`src/rtl/reg_share_pkg.sv`:
```
// Shared types and defaults for the shared-register round-robin arbiter.
// Consumed by rr_pick and reg_share_arbiter.
package reg_share_pkg;

   typedef enum logic {
      ST_IDLE  = 1'b0,
      ST_GRANT = 1'b1
   } state_t;

   localparam int DEF_N_REQ    = 4;
   localparam int DEF_DATA_W   = 8;
   localparam int DEF_HOLD_MAX = 4;

   // Width of an index into n requesters, never below one bit.
   function automatic int idx_width(input int n);
      return (n > 2) ? $clog2(n) : 1;
   endfunction

endpackage

```
`src/rtl/reg_share_arbiter_rr_pick.sv`:
```
// Combinational round-robin picker: first set req bit at or above ptr, wrapping to 0.
module rr_pick
   import reg_share_pkg::*;
#(
   parameter int  N_REQ = DEF_N_REQ,
   localparam int IDX_W = idx_width(N_REQ)
) (
   input  logic [N_REQ-1:0] req,
   input  logic [IDX_W-1:0] ptr,
   output logic             valid,
   output logic [IDX_W-1:0] winner,
   output logic [N_REQ-1:0] onehot
);

   int               scan_idx;
   logic [IDX_W-1:0] cand;

   // NOTE: every output gets a default before the loop, so no path through the block infers a latch.
   always_comb begin
      valid    = 1'b0;
      winner   = '0;
      onehot   = '0;
      scan_idx = 0;
      cand     = '0;
      // Scan farthest-first so the candidate closest to ptr is written last and wins.
      for (int k = N_REQ - 1; k >= 0; k--) begin
         scan_idx = int'(ptr) + k;
         if (scan_idx >= N_REQ) scan_idx = scan_idx - N_REQ;
         cand = IDX_W'(scan_idx);
         if (req[cand]) begin
            valid        = 1'b1;
            winner       = cand;
            onehot       = '0;
            onehot[cand] = 1'b1;
         end
      end
   end

endmodule

```
`src/rtl/reg_share_arbiter.sv`:
```
// Round-robin arbiter loading one requester's lane into a shared register, with ack pulse.
// Define ARB_HOLD_EN to let an owner make up to HOLD_MAX back-to-back writes per grant.
module reg_share_arbiter
   import reg_share_pkg::*;
#(
   parameter int  N_REQ    = DEF_N_REQ,
   parameter int  DATA_W   = DEF_DATA_W,
   parameter int  HOLD_MAX = DEF_HOLD_MAX,
   localparam int IDX_W    = idx_width(N_REQ)
) (
   input  logic                    ck,
   input  logic                    reset,
   input  logic [N_REQ-1:0]        req,
   input  logic [N_REQ*DATA_W-1:0] wdata,
   output logic [N_REQ-1:0]        gnt,
   output logic [IDX_W-1:0]        owner,
   output logic                    busy,
   output logic                    ack,
   output logic [DATA_W-1:0]       q
);

   state_t             state, state_nxt;
   logic [IDX_W-1:0]   ptr, ptr_nxt, owner_nxt;
   logic [N_REQ-1:0]   gnt_nxt;
   logic               ack_nxt;
   logic [DATA_W-1:0]  q_nxt;
   logic [DATA_W-1:0]  lane [N_REQ];
   logic               owner_req;
   logic               pick_valid;
   logic [IDX_W-1:0]   pick_idx;
   logic [N_REQ-1:0]   pick_onehot;
`ifdef ARB_HOLD_EN
   logic [3:0]         cnt, cnt_nxt;
`endif

   rr_pick #(.N_REQ(N_REQ)) u_pick (
      .req    (req),
      .ptr    (ptr),
      .valid  (pick_valid),
      .winner (pick_idx),
      .onehot (pick_onehot)
   );

   always_comb begin
      for (int i = 0; i < N_REQ; i++) lane[i] = wdata[i*DATA_W +: DATA_W];
   end

   // NOTE: state and datapath flops use <= only; the comb blocks below use = only.
   always_ff @(posedge ck or posedge reset) begin
      if (reset) begin
         state <= ST_IDLE;
         ptr   <= '0;
         owner <= '0;
         gnt   <= '0;
         ack   <= 1'b0;
         q     <= '0;
`ifdef ARB_HOLD_EN
         cnt   <= '0;
`endif
      end else begin
         state <= state_nxt;
         ptr   <= ptr_nxt;
         owner <= owner_nxt;
         gnt   <= gnt_nxt;
         ack   <= ack_nxt;
         q     <= q_nxt;
`ifdef ARB_HOLD_EN
         cnt   <= cnt_nxt;
`endif
      end
   end

   always_comb begin
      state_nxt = state;
      ptr_nxt   = ptr;
      owner_nxt = owner;
      gnt_nxt   = gnt;
      ack_nxt   = 1'b0;
      q_nxt     = q;
      owner_req = req[owner];
`ifdef ARB_HOLD_EN
      cnt_nxt   = cnt;
`endif
      case (state)
         ST_IDLE: begin
            if (pick_valid) begin
               state_nxt = ST_GRANT;
               gnt_nxt   = pick_onehot;
               owner_nxt = pick_idx;
               ptr_nxt   = (pick_idx == IDX_W'(N_REQ - 1)) ? '0 : pick_idx + 1'b1;
`ifdef ARB_HOLD_EN
               cnt_nxt   = '0;
`endif
            end
         end
         ST_GRANT: begin
            // A dropped owner request cancels the write: q holds and no ack.
            if (owner_req) begin
               q_nxt   = lane[owner];
               ack_nxt = 1'b1;
            end
`ifdef ARB_HOLD_EN
            if (owner_req) cnt_nxt = cnt + 4'd1;
            if (!(owner_req && (({1'b0, cnt} + 5'd1) < 5'(HOLD_MAX)))) begin
               state_nxt = ST_IDLE;
               gnt_nxt   = '0;
            end
`else
            state_nxt = ST_IDLE;
            gnt_nxt   = '0;
`endif
         end
         default: state_nxt = ST_IDLE;
      endcase
   end

   always_comb begin
      busy = (state == ST_GRANT);
   end

endmodule

```
`config.mk`:
```
export PLATFORM = sky130hd
export DESIGN_NAME = reg_share_arbiter
export DESIGN_NICKNAME = d
export VERILOG_FILES = /design/src/rtl/reg_share_pkg.sv /design/src/rtl/reg_share_arbiter_rr_pick.sv /design/src/rtl/reg_share_arbiter.sv
export SDC_FILE = /design/constraint.sdc
export NUM_CORES = 1
export LEC_CHECK = 0
export CAP_MARGIN = 0
export CORE_ASPECT_RATIO = 0.6
export CORE_MARGIN = 4
export CORE_UTILIZATION = 37
export CTS_BUF_LIST = sky130_fd_sc_hd__clkbuf_4 sky130_fd_sc_hd__clkbuf_8 sky130_fd_sc_hd__clkbuf_16
export DETAILED_ROUTE_END_ITERATION = 10
export DONT_BUFFER_PORTS = 1
export GPL_TIMING_DRIVEN = 0
export SYNTH_ARGS = -nofsm -noshare
export SYNTH_HDL_FRONTEND = slang
export SYNTH_HIERARCHICAL = 1
export SYNTH_SLANG_ARGS = --single-unit
```
`constraint.sdc`:
```
create_clock -name ck -period 2.75 [get_ports ck]
set_input_delay 0.55 -clock ck [delete_from_list [all_inputs] [get_ports ck]]
set_output_delay 0.55 -clock ck [all_outputs]
set_load 0.02 [all_outputs]
```
## Word-level counts from Yosys, hierarchy flattened

Index checks and enable logic that the tools add are counted.

- Register bits after elaboration: 18
- Input port bits: 38

- Reduce and logical (&&, ||, !) cells: 6
- Bitwise logic cells: 2
- Mux-type cells: 44
- Magnitude comparators: 14
- Eq/ne operators: 2
- Add/subtract/negate cells: 8

Operators with widths:

| operator | number |
|---|---|
| $mux W4 | 5 |
| $mux W2 | 9 |
| $bmux W8 S2 | 1 |
| $mux W1 | 16 |
| $mux W8 | 2 |
| $lt A2 B3 Y1 const B | 5 |
| $ge A3 B3 Y1 const B | 4 |
| $bmux W1 S2 | 5 |
| $demux W1 S2 | 4 |
| $ge A2 B1 Y1 const B | 4 |
| $pmux W4 S2 | 1 |
| $sub A2 B1 Y2 const B | 4 |
| $add A2 B2 Y3 const B | 2 |
| $logic_and A1 B1 Y1 | 4 |
| $reduce_and A2 Y1 | 2 |
| $add A2 B1 Y3 const B | 1 |
| $ge A2 B3 Y1 const B | 1 |
| $not A2 Y3 | 1 |
| $add A2 B1 Y2 const B | 1 |
| $eq A2 B2 Y1 const B | 1 |
| $ne A2 B2 Y1 const B | 1 |
| $pmux W1 S2 | 1 |
| $not A1 Y1 | 1 |

## Logic depth before layout (Yosys ltp)

Gate-level depths: netlist of the first run.

- Word-level depth: 13
- Mapped depth: 10
- Depth with buffers taken out: 9

## Hierarchy

The synthesis of the first run kept the hierarchy.

Modules (own cells, without submodules):

| module | times used | seq. area each (um^2) | area each (um^2) | cells each |
|---|---|---|---|---|
| reg_share_arbiter | 1 | 450.4 | 947.2 | 65 |
| rr_pick | 1 | 0.0 | 524.3 | 68 |

## Worst setup path after synthesis of the first run

Ideal clock, no wire load.

- Path type: register to register
- Start: register ptr[0]
- End: register ptr[1]
- Arrival: 2092 ps
- Path slack: 542 ps
- Required time: 2633 ps
- Buffers on the path: 1
- Cell stages (with the launch flop): 11
- Cell sequence: dfrtp_1 inv_1 ha_1 buf_6 nor2_1 o31a_1 o32ai_1 o21a_1 ha_1 nand2_1 nand2_1

- Word-level cells in the longest chain between the ends: 11
- Elaborated cells on any way between the ends: 35

RTL lines:

| what | RTL line | source |
|---|---|---|
| start, declared | reg_share_arbiter.sv:23 | `logic [IDX_W-1:0] ptr, ptr_nxt, owner_nxt;` |
| start signal, assigned | reg_share_arbiter.sv:62 | `ptr <= ptr_nxt;` |
| $add A2 B2 Y3 | reg_share_arbiter_rr_pick.sv:27 | `scan_idx = int'(ptr) + k;` |
| $ge A3 B3 Y1 or $sub A2 B1 Y2 (tied branches) | reg_share_arbiter_rr_pick.sv:28 | `if (scan_idx >= N_REQ) scan_idx = scan_idx - N_REQ;` |
| $mux W2 | reg_share_arbiter_rr_pick.sv:28 |  |
| $bmux W1 S2 | reg_share_arbiter_rr_pick.sv:30 | `if (req[cand]) begin` |
| $mux W1 (not written as such) | reg_share_arbiter_rr_pick.sv:30 |  |
| $mux W2 (3 in a row) | reg_share_arbiter_rr_pick.sv:30 |  |
| $mux W2 (*) | reg_share_arbiter_rr_pick.sv:30 |  |
| net pick_idx[0] | reg_share_arbiter.sv:30 | `logic [IDX_W-1:0] pick_idx;` |
| $add A2 B1 Y2 or $eq A2 B2 Y1 (tied branches) | reg_share_arbiter.sv:90 | `ptr_nxt = (pick_idx == IDX_W'(N_REQ - 1)) ? '0 : pick_idx + 1'b1;` |
| $mux W2 (*) | reg_share_arbiter.sv:90 |  |

The timed path passes the listed nets; every way through them passes the cells marked *. The select of a mux whose other input is x is not followed.
A chain may end at the register's enable or synchronous reset.

## Worst setup path in the final report of the first run

- Start: register ptr[0]
- End: register gnt[0]

- Word-level cells in the longest chain between the ends: 13
- Elaborated cells on any way between the ends: 54

RTL lines:

| what | RTL line | source |
|---|---|---|
| $add A2 B2 Y3 | reg_share_arbiter_rr_pick.sv:27 |  |
| $ge A3 B3 Y1 or $sub A2 B1 Y2 (tied branches) | reg_share_arbiter_rr_pick.sv:28 |  |
| $mux W2 | reg_share_arbiter_rr_pick.sv:28 |  |
| $lt A2 B3 Y1 (not written as such) or $ge A2 B1 Y1 (tied branches) | reg_share_arbiter_rr_pick.sv:34 | `onehot[cand] = 1'b1;` |
| $logic_and A1 B1 Y1 (not written as such) | reg_share_arbiter_rr_pick.sv:34 |  |
| $mux W1 (not written as such) | reg_share_arbiter_rr_pick.sv:34 |  |
| $demux W1 S2 | - |  |
| $mux W4 (3 in a row) | reg_share_arbiter_rr_pick.sv:30 |  |
| $mux W4 (*) | reg_share_arbiter_rr_pick.sv:30 |  |
| net pick_onehot[0] | reg_share_arbiter.sv:31 | `logic [N_REQ-1:0] pick_onehot;` |
| $mux W4 (*) | reg_share_arbiter.sv:86 | `if (pick_valid) begin` |
| $pmux W4 S2 (*) | reg_share_arbiter.sv:84 | `case (state)` |
| end signal, assigned | reg_share_arbiter.sv:64 | `gnt <= gnt_nxt;` |
| end, declared | reg_share_arbiter.sv:15 | `output logic [N_REQ-1:0] gnt,` |

Marked as above.

==> summary.txt, run 1 <==
Global route
  • Vias in the first global route: 1128
  • Overall global routing resource usage: 14.5%
  • Grt ovf: 0
  • Largest net degree at the start of global routing: 19
  • Met1 global-route usage: 19.1%
  • Gr busiest metal: met2
  • Initial antenna violation count: 0
  • First-pass GRT wire length: 5680 µm
  • Met3 usage: 3.96%
  • Met2 GRT Util: 23.2%

Timing
  • Relative slew slack: 53.7%
  • Worst setup margin: 0.225 ns
  • Min Tclk post-route: 2.52 ns
  • Unrepaired setup endpoints after global routing: false
  • Peak Freq: 0.396 GHz
  • Crit share post-route: 91.8%
  • Final setup violation count: 0
  • Worst slew pin tran: 0.693 ns
  • Hold Vio Cnt, Final: 0
  • Slew Limit Fails: 0
  • Setup Skew: 0.00224 ns
  • Setup TNS: 0 ns

Final layout
  • FILL cells: 352
  • Fin nets: 185
  • Antenna cells: 0
  • Share of layout cells above drive strength 1: 18.4%
  • Leading cell type in the layout, fill and taps excluded: dfrtp_1
  • Commonest cells after routing, fill and taps aside: dfrtp_1, nand2_1, nor2_1, mux2_2, ha_1
  • Area growth, synth to finish: 6.80%
  • Sequential cell area: 450 µm²
  • Multi-input gate area: 957 µm²

CTS
  • Total CTS buffers: 3
  • Post-CTS setup buffers: 0
  • Reg clk slew, reported paths: 0.06 ns
  • Sink Count: 18
  • Post-CTS resize count: 0
  • CTS max path bufs: 2
  • TritonCTS clock tree: yes
  • Clock root buffer: clkbuf_8
  • H-Tree Depth: 1
  • Post-CTS Hold Buffers: 0
  • Clk_lat worst skew: 0.25 ns

Yosys
  • Synthesized instance count: 133
  • Register area share after synthesis: 30.6%
  • Post-synthesis net count: 180
  • Syn Area/Cell: 11.1 µm²
  • Top FF cell, synth: dfrtp_1
  • Number of synthesized flops with an enable pin: 0
  • Yosys Warn Count: 6
  • Async SR Flop Fraction: 100%
  • Mapped Area: 1470 µm²
  • Cell variety after synth: 33
  • Register bit total from synthesis: 18

Floorplan
  • Top Ports: 54
  • Die height: 56.8 µm
  • Core area: 3740 µm²
  • Die Wd: 89.4 µm
  • Die Area: 5080 µm²
  • Initial Utilization: 39.3%
  • Row Count: 17

Worst setup path
  • Top Family by Delay on Critical Path: simple AND/OR/NAND/NOR gates
  • Arrival @ worst endpoint: 2.71 ns
  • Crit Path Category: flop to flop
  • Critical Path Stages: 9
  • Crit-path slowest cell: dfrtp_1
  • Top fanout value on the critical path: 10
  • Worst path cell trace: inv_1 -> ha_1 -> buf_6 -> or3b_1 -> o211ai_2 -> nand4_1 -> a41oi_1 -> mux2i_1 -> nor2_1
  • Crit end category: flop
  • CP required: 2.93 ns
  • R2R depth: 9
  • Setup crit start kind: flop
  • Max incr delay on CP: 0.54 ns
  • Buf+Inv Stages, Crit Path: 2

Outcome
  • Outcome: finished, final reports clean

Job
  • Max Cap Violations: 0

Route
  • WL/cell: 18.9 µm
  • DRC violation count after routing: 0
  • ANT nets after route: 0
  • Drt first pass iters: 4
  • Via/cell ratio: 6.10
  • Drt total wl: 3460 µm
  • Iteration-0 DRC Markers: 32
  • Via count: 1117

Pwr
  • Pwr Density: 1200 nW/µm²
  • Static leakage: 0.677 nW
  • Peak supply drop: 0.498 mV

Min path
  • Hold Crit Class: primary input to asynchronous set/reset pin

Place
  • Setup WS pre-CTS: 0.218 ns
  • Port bufs: 0
  • Hpwl dp: 2780 µm
  • Routability congestion estimate: 0.817
==> worst paths after layout <==
path / endpoint / startpoint / slack (ns)
setup / recovery: gnt[0]$_DFFE_PP0P_ / ptr[0]$_DFFE_PP0P_ / 0.23
hold / removal: q[0]$_DFFE_PP0P_ / reset / 0.29
setup reg to reg: gnt[0]$_DFFE_PP0P_ / ptr[0]$_DFFE_PP0P_ / 0.23
hold reg to reg: q[7]$_DFFE_PP0P_ / q[7]$_DFFE_PP0P_ / 0.67
max in group asynchronous: q[4]$_DFFE_PP0P_ / reset / 2.02
min in group ck: owner[1]$_DFFE_PP0P_ / req[3] / 0.62
==> power breakdown <==
part / leakage (nW) / switching (W) / internal, W
Sequential: 0.221 / 0.000271 / 0.000392
Combinational: 0.435 / 0.000543 / 0.000505
Clock: 0.0216 / 0.0000841 / 0.0000973
==> per-stage QoR <==
stage	power (W)	area [µm²]	util (%)	hold slack, ns	cells
floorplan	0.00150	1470	-	0.489	133
global placement	0.00166	1530	40.9	0.563	180
detailed placement	0.00172	1530	40.9	0.587	180
CTS	0.00190	1570	42.0	0.311	183
global route	0.00205	1570	42.0	0.369	183
finish	0.00189	1570	42.0	0.293	183
==> cell usage after synthesis, types with 4 or more instances <==
cell type  count  share of area, %
o211ai_1       6               3.1
a21oi_1        5               1.7
o21ai_0        6               2.0
mux2i_1        8               5.4
mux2_2        11               8.4
nand4_1        4               1.7
ha_1           9               7.7
a41oi_1        4               2.4
dfrtp_1       18                31
inv_1          4               1.0
nor2_1        11               2.8
nand2_1       12               3.1
mux4_1         8                14
==> kinds of logic (layout without fill, tap and decap cells) <==
kind of cell	after synthesis	in the layout	synth area share (%)
buffers and inverters	12	15	4.34
adders and majority gates	9	9	7.65
AOI/OAI and AO/OA	29	29	14.6
muxes	29	29	30.7
and+or+nand+nor	36	36	12.1
DFF	18	18	30.6
==> area by class of cell <==
class	instances	area share, %
Multi-Input combinational cell	103	60.9
Sequential cell	18	28.7
Tap cell	47	3.74
Buffer	7	2.87
Clock buffer	3	2.63
Inverter	5	1.19
==> sequential cells by signal, summed over array words and instances, names as in the netlist <==
name	count
ack	1
gnt	4
owner	2
busy	1
ptr	2
q	8
==> layer usage <==
layer  routed length (µm)  share of wire, %
met3                  178               5.1
met1                 1580                46
met2                 1660                48
met4                   40               1.2
met5                    0                 0
No activity file was read; power rests on OpenSTA's default activity.
==> run 2: changes to the inputs <==
--- a/config.mk
+++ b/config.mk
@@ -8,11 +8,12 @@
 export CAP_MARGIN = 0
 export CORE_ASPECT_RATIO = 0.6
 export CORE_MARGIN = 4
-export CORE_UTILIZATION = 37
+export CORE_UTILIZATION = 55
 export CTS_BUF_LIST = sky130_fd_sc_hd__clkbuf_4 sky130_fd_sc_hd__clkbuf_8 sky130_fd_sc_hd__clkbuf_16
 export DETAILED_ROUTE_END_ITERATION = 10
 export DONT_BUFFER_PORTS = 1
 export GPL_TIMING_DRIVEN = 0
+export PLACE_DENSITY = 0.7
 export SYNTH_ARGS = -nofsm -noshare
 export SYNTH_HDL_FRONTEND = slang
 export SYNTH_HIERARCHICAL = 1
==> run 2 against run 1 <==
  * Sequential power hardly changed
  * Global-route usage is 5.8 points higher
  * Clock-buffer cell count stayed put
  * Critical path depth is 1 higher
  * Setup slack worse by 0.044 ns
  * Clock skew is 0.0043 ns higher
  * Routed wire length is 1.6% higher
  * Critical path type unchanged
  * Critical endpoint is now ptr[1]$_DFFE_PP0P_
  * Largest power group unchanged
==> summary.txt, run 2 (synthesized netlist as in run 1, its figures left out) <==
Route
  • Via/cell ratio: 6.90 (+13%)
  • ANT nets after route: 0 (unchanged)
  • WL/cell: 20.9 µm (+11%)
  • DRC violation count after routing: 0 (unchanged)
  • Drt total wl: 3520 µm (+1.6%)
  • Drt first pass iters: 4 (unchanged)
  • Iteration-0 DRC Markers: 37 (+16%)
  • Via count: 1160 (+3.8%)

Final layout
  • Fin cells: 168 (-8.2%)
  • Max reg flops: 8 (unchanged)
  • Top flop regs: q x8, gnt x4
  • Fin nets: 185 (unchanged)
  • Share of layout cells above drive strength 1: 18.4% (unchanged)
  • Commonest cells after routing, fill and taps aside: dfrtp_1, nand2_1, nor2_1, mux2_2, ha_1
  • Largest Register: q
  • Area growth, synth to finish: 5.53%
  • Antenna cells: 0 (unchanged)
  • FILL cells: 200 (-43%)
  • Leading cell type in the layout, fill and taps excluded: dfrtp_1

CTS
  • Post-CTS setup buffers: 0 (unchanged)
  • H-Tree Depth: 1 (unchanged)
  • Reg clk slew, reported paths: 0.07 ns (about the same)
  • Clock root buffer: clkbuf_8
  • Post-CTS resize count: 0 (unchanged)
  • Post-CTS Hold Buffers: 0 (unchanged)
  • TritonCTS clock tree: yes
  • Clk_lat worst skew: 0.25 ns (about the same)
  • Total CTS buffers: 3 (unchanged)
  • CTS max path bufs: 2 (unchanged)
  • Sink Count: 18 (unchanged)

Worst setup path
  • Worst path cell trace: inv_1 -> ha_1 -> buf_6 -> nor4b_1 -> a31oi_1 -> o32ai_1 -> o21a_1 -> ha_1 -> nand2_1 -> nand2_1
  • Setup crit start: ptr[0]$_DFFE_PP0P_
  • Crit Path Category: flop to flop
  • Max incr delay on CP: 0.54 ns (about the same)
  • Crit-path slowest cell: dfrtp_1
  • Start of the worst register-to-register path: ptr[0]$_DFFE_PP0P_
  • R2r setup slk: 0.18 ns (-0.04 ns)
  • Setup crit end: ptr[1]$_DFFE_PP0P_
  • Top fanout value on the critical path: 10 (unchanged)
  • R2R depth: 10 (+1)
  • Crit end category: flop
  • CP required: 2.89 ns (-0.04 ns)
  • Setup crit start kind: flop
  • Arrival @ worst endpoint: 2.71 ns (about the same)
  • R2r endpoint: ptr[1]$_DFFE_PP0P_

Min path
  • Hold Crit Class: primary input to asynchronous set/reset pin

Timing
  • Setup TNS: 0 ns (unchanged)
  • Slew Limit Fails: 0 (unchanged)
  • Hold Vio Cnt, Final: 0 (unchanged)
  • Unrepaired setup endpoints after global routing: false
  • Crit share post-route: 93.4% (+1.6 points)
  • Peak Freq: 0.389 GHz (-1.7%)
  • Min Tclk post-route: 2.57 ns (+0.0435 ns)
  • Minimum hold slack: 0.292 ns (-0.000688 ns)
  • Worst slew pin tran: 0.686 ns (-0.00780 ns)
  • Final setup violation count: 0 (unchanged)
  • Setup Skew: 0.00658 ns (+0.00434 ns)
  • Relative slew slack: 54.2% (+0.52 points)

Job
  • Max Cap Violations: 0 (unchanged)

Place
  • Post-Place Cells: 165 (-8.3%)
  • Port bufs: 0 (unchanged)
  • Routability congestion estimate: 0.763 (-6.6%)
  • Hpwl dp: 2780 µm (+0.14%)

Global route
  • Initial antenna violation count: 0 (unchanged)
  • Largest net degree at the start of global routing: 19 (unchanged)
  • First-pass GRT wire length: 5330 µm (-6.2%)
  • Grt ovf: 0 (unchanged)
  • Overall global routing resource usage: 20.3% (+5.8 points)
  • Vias in the first global route: 1077 (-4.5%)

Floorplan
  • Die Area: 3590 µm² (-29%)
  • Die height: 48.1 µm (-15%)
  • Top Ports: 54 (unchanged)
  • Die Wd: 74.8 µm (-16%)
  • Core area: 2520 µm² (-33%)
  • Row Count: 14 (-3)
  • Initial Utilization: 58.3% (+19 points)

Pwr
  • Pwr Density: 1220 nW/µm² (+1.5%)
  • Static leakage: 0.677 nW (unchanged)
  • Peak supply drop: 0.721 mV (+45%)

Outcome
  • Outcome: finished, final reports clean
==> run 2: stage by stage <==
step                total power, W  setup WS (ns)  cell area, µm²  utilization [%]
global route               0.00203         0.0258            1550             61.6
CTS                        0.00189          0.237            1550             61.6
finish                     0.00190          0.182            1550             61.6
detailed placement         0.00171          0.257            1510             59.9
floorplan                  0.00150          0.542            1470                -
global placement           0.00165          0.369            1510             59.9
==> run 2: worst min-delay path by stage <==
stage,endpoint,depth (start not counted)
floorplan,ack$_DFF_PP0_,1
global placement,ack$_DFF_PP0_,1
detailed placement,q[7]$_DFFE_PP0P_,1
CTS,q[1]$_DFFE_PP0P_,1
global route,q[1]$_DFFE_PP0P_,1
finish,q[4]$_DFFE_PP0P_,1
==> run 2: critical path: cells and delay by family (launching register included) <==
family / cells / cell delay (ns)
and+or+nand+nor: 3 / 0.43
buffers and inverters: 2 / 0.38
DFF: 1 / 0.54
AOI/OAI and AO/OA: 3 / 0.48
adders and majority gates: 2 / 0.63
==> run 2: cell type report <==
cell class / count / area, µm² / area share, %
multi-input cells: 103 / 957 / 61.6
plain buffers: 7 / 45.0 / 2.90
clock buffers: 3 / 41.3 / 2.66
well taps: 32 / 40.0 / 2.58
flip-flops and latches: 18 / 450 / 29.0
inverters: 5 / 18.8 / 1.21
==> run 2: power breakdown <==
part / internal [W] / switching [W] / leakage [nW]
clock network: 0.0000970 / 0.0000802 / 0.0216
logic: 0.000508 / 0.000552 / 0.435
registers: 0.000392 / 0.000270 / 0.221
==> run 2: layer usage <==
metal	vias up	global-route usage [%]	part of all wire (%)
li1	522	-	-
met3	4	7.13	6.6
met5	-	0	0
met1	588	25.4	42
met2	46	34.4	49
met4	0	4.96	1.6
==> run 3: changes to the inputs <==
==> constraint.sdc (replaced) <==
create_clock -name ck -period 2.5 [get_ports ck]
set_input_delay 0.5 -clock ck [delete_from_list [all_inputs] [get_ports ck]]
set_output_delay 0.5 -clock ck [all_outputs]
set_load 0.02 [all_outputs]
==> run 3 against run 2 <==
  * Total power rose by 15%
  * Cell count rose by 4.2%
  * Critical path depth did not move
  * Critical endpoint unchanged
==> summary.txt, run 3 (synthesized netlist as in run 1, its figures left out) <==
CTS
  • Clock root buffer: clkbuf_8
  • Reg clk slew, reported paths: 0.07 ns (about the same)
  • Sink Count: 18 (unchanged)
  • CTS max path bufs: 2 (unchanged)
  • Total CTS buffers: 3 (unchanged)
  • H-Tree Depth: 1 (unchanged)
  • Clk_lat worst skew: 0.25 ns (about the same)
  • TritonCTS clock tree: yes

Timing
  • Min Tclk post-route: 2.36 ns (-0.207 ns)
  • Hold Vio Cnt, Final: 0 (unchanged)
  • Minimum hold slack: 0.241 ns (-0.0506 ns)
  • Worst slew pin tran: 0.689 ns (+0.00380 ns)
  • Setup Skew: 0.00846 ns (+0.00188 ns)
  • Unrepaired setup endpoints after global routing: false
  • Slew Limit Fails: 0 (unchanged)
  • Relative slew slack: 54.0% (-0.25 points)
  • Setup TNS: 0 ns (unchanged)
  • Final setup violation count: 0 (unchanged)
  • Peak Freq: 0.423 GHz (+8.7%)
  • Crit share post-route: 94.5% (+1.1 points)

Final layout
  • Multi-input gate area: 957 µm² (unchanged)
  • Share of layout cells above drive strength 1: 24.5% (+6.1 points)
  • Commonest cells after routing, fill and taps aside: dfrtp_1, nand2_1, nor2_1, mux2_2, ha_1
  • FILL cells: 196 (-2.0%)
  • Max reg flops: 8 (unchanged)
  • Leading cell type in the layout, fill and taps excluded: dfrtp_1
  • Largest Register: q
  • Antenna cells: 0 (unchanged)
  • Sequential cell area: 453 µm² (+0.56%)
  • Fin nets: 192 (+3.8%)
  • Top flop regs: q x8, gnt x4
  • Fin cells: 175 (+4.2%)
  • Area growth, synth to finish: 9.52%

Worst setup path
  • CP required: 2.64 ns (-0.25 ns)
  • R2r setup slk: 0.14 ns (-0.04 ns)
  • Setup crit start: ptr[0]$_DFFE_PP0P_
  • Setup crit start kind: flop
  • Crit Path Category: flop to flop
  • Top fanout value on the critical path: 10 (unchanged)
  • Crit end category: flop
  • Arrival @ worst endpoint: 2.51 ns (-0.20 ns)
  • Start of the worst register-to-register path: ptr[0]$_DFFE_PP0P_
  • R2R depth: 10 (unchanged)
  • R2r endpoint: ptr[1]$_DFFE_PP0P_

Place
  • Routability congestion estimate: 0.763 (unchanged)
  • Port bufs: 0 (unchanged)
  • Hpwl dp: 2780 µm (unchanged)
  • Post-Place Cells: 165 (unchanged)

Route
  • Via count: 1209 (+4.2%)
  • Drt total wl: 3660 µm (+4.1%)
  • ANT nets after route: 0 (unchanged)
  • Via/cell ratio: 6.91 (about the same)
  • Drt first pass iters: 4 (unchanged)
  • DRC violation count after routing: 0 (unchanged)
  • Iteration-0 DRC Markers: 40 (+8.1%)
  • WL/cell: 20.9 µm (about the same)

Global route
  • Vias in the first global route: 1083 (+0.56%)
  • Initial antenna violation count: 0 (unchanged)
  • First-pass GRT wire length: 5380 µm (+1.1%)
  • Overall global routing resource usage: 20.6% (+0.27 points)
  • Grt ovf: 0 (unchanged)
  • Largest net degree at the start of global routing: 19 (unchanged)

Floorplan
  • Die Area: 3590 µm² (unchanged)
  • Row Count: 14 (unchanged)
  • Core area: 2520 µm² (unchanged)
  • Die Wd: 74.8 µm (unchanged)
  • Die height: 48.1 µm (unchanged)
  • Top Ports: 54 (unchanged)
  • Initial Utilization: 58.3% (unchanged)

Job
  • Max Cap Violations: 0 (unchanged)

Pwr
  • Static leakage: 0.705 nW (+4.1%)
  • Peak supply drop: 0.798 mV (+11%)
  • Pwr Density: 1360 nW/µm² (+11%)

Min path
  • Hold Crit Class: primary input to asynchronous set/reset pin

Outcome
  • Outcome: finished, final reports clean
[run 3: cell count changes in the layout (fill, tap and decap cells not counted), sizes merged]
cell	before	now
buf	5	12
clkinvlp	0	1
inv	5	4
[run 3: timing repair]
action | in CTS | in global routing
pin swaps | 0 | 0
endpoints found under the setup margin | 1 | 5
buffers inserted | 0 | 7
gates resized for setup | 1 | 2
hold buffers | 0 | 0
[run 3: stage by stage]
step	utilization [%]	instance area [µm²]	total power [W]	worst slack [ns]
finish	63.9	1610	0.00219	0.138
global route	63.9	1610	0.00233	0.0344
CTS	61.6	1550	0.00209	0.0672
detailed placement	59.9	1510	0.00189	0.00706
global placement	59.9	1510	0.00182	0.119
floorplan	-	1470	0.00165	0.292
[run 3: worst max-delay path, stage by stage (launching register included)]
cell and delay (ns):
dfrtp_2 0.44, clkinvlp_4 0.13, ha_1 0.34, buf_6 0.16, nor4b_1 0.33, a31oi_1 0.10
o32ai_1 0.17, o21a_1 0.22, ha_1 0.25, nand2_1 0.06, nand2_1 0.05
[run 3: how the worst max path moves through the flow]
stage | to | slack [ns] | depth (start not counted)
after CTS | ptr[1]$_DFFE_PP0P_ | 0.07 | 10
after detailed placement | ptr[1]$_DFFE_PP0P_ | 0.007 | 10
after floorplan | ptr[1]$_DFFE_PP0P_ | 0.29 | 10
final | ptr[1]$_DFFE_PP0P_ | 0.14 | 10
after global placement | ptr[1]$_DFFE_PP0P_ | 0.12 | 10
after global routing | gnt[2]$_DFFE_PP0P_ | 0.03 | 9
[run 3: cell type report]
class                           count  share of cell area, %
Multi-Input combinational cell    103                   59.4
Buffer                              7                   2.80
Sequential cell                    18                   28.1
Clock buffer                        3                   2.56
Inverter                            5                   1.40
Tap cell                           32                   2.48
Timing Repair Buffer                7                   3.26
[run 3: layer usage]
metal	part of all wire, %	track usage, %	vias up
met2	50	35.3	64
met5	0	0	-
met4	2.2	4.96	0
met1	40	25.6	602
met3	7.6	7.13	8
li1	-	-	535
[run 3: report_power, final]
part,switching (W),internal [W]
combinational,0.000660,0.000625
sequential,0.000277,0.000435
clock,0.0000895,0.000107
total,0.00103,0.00117
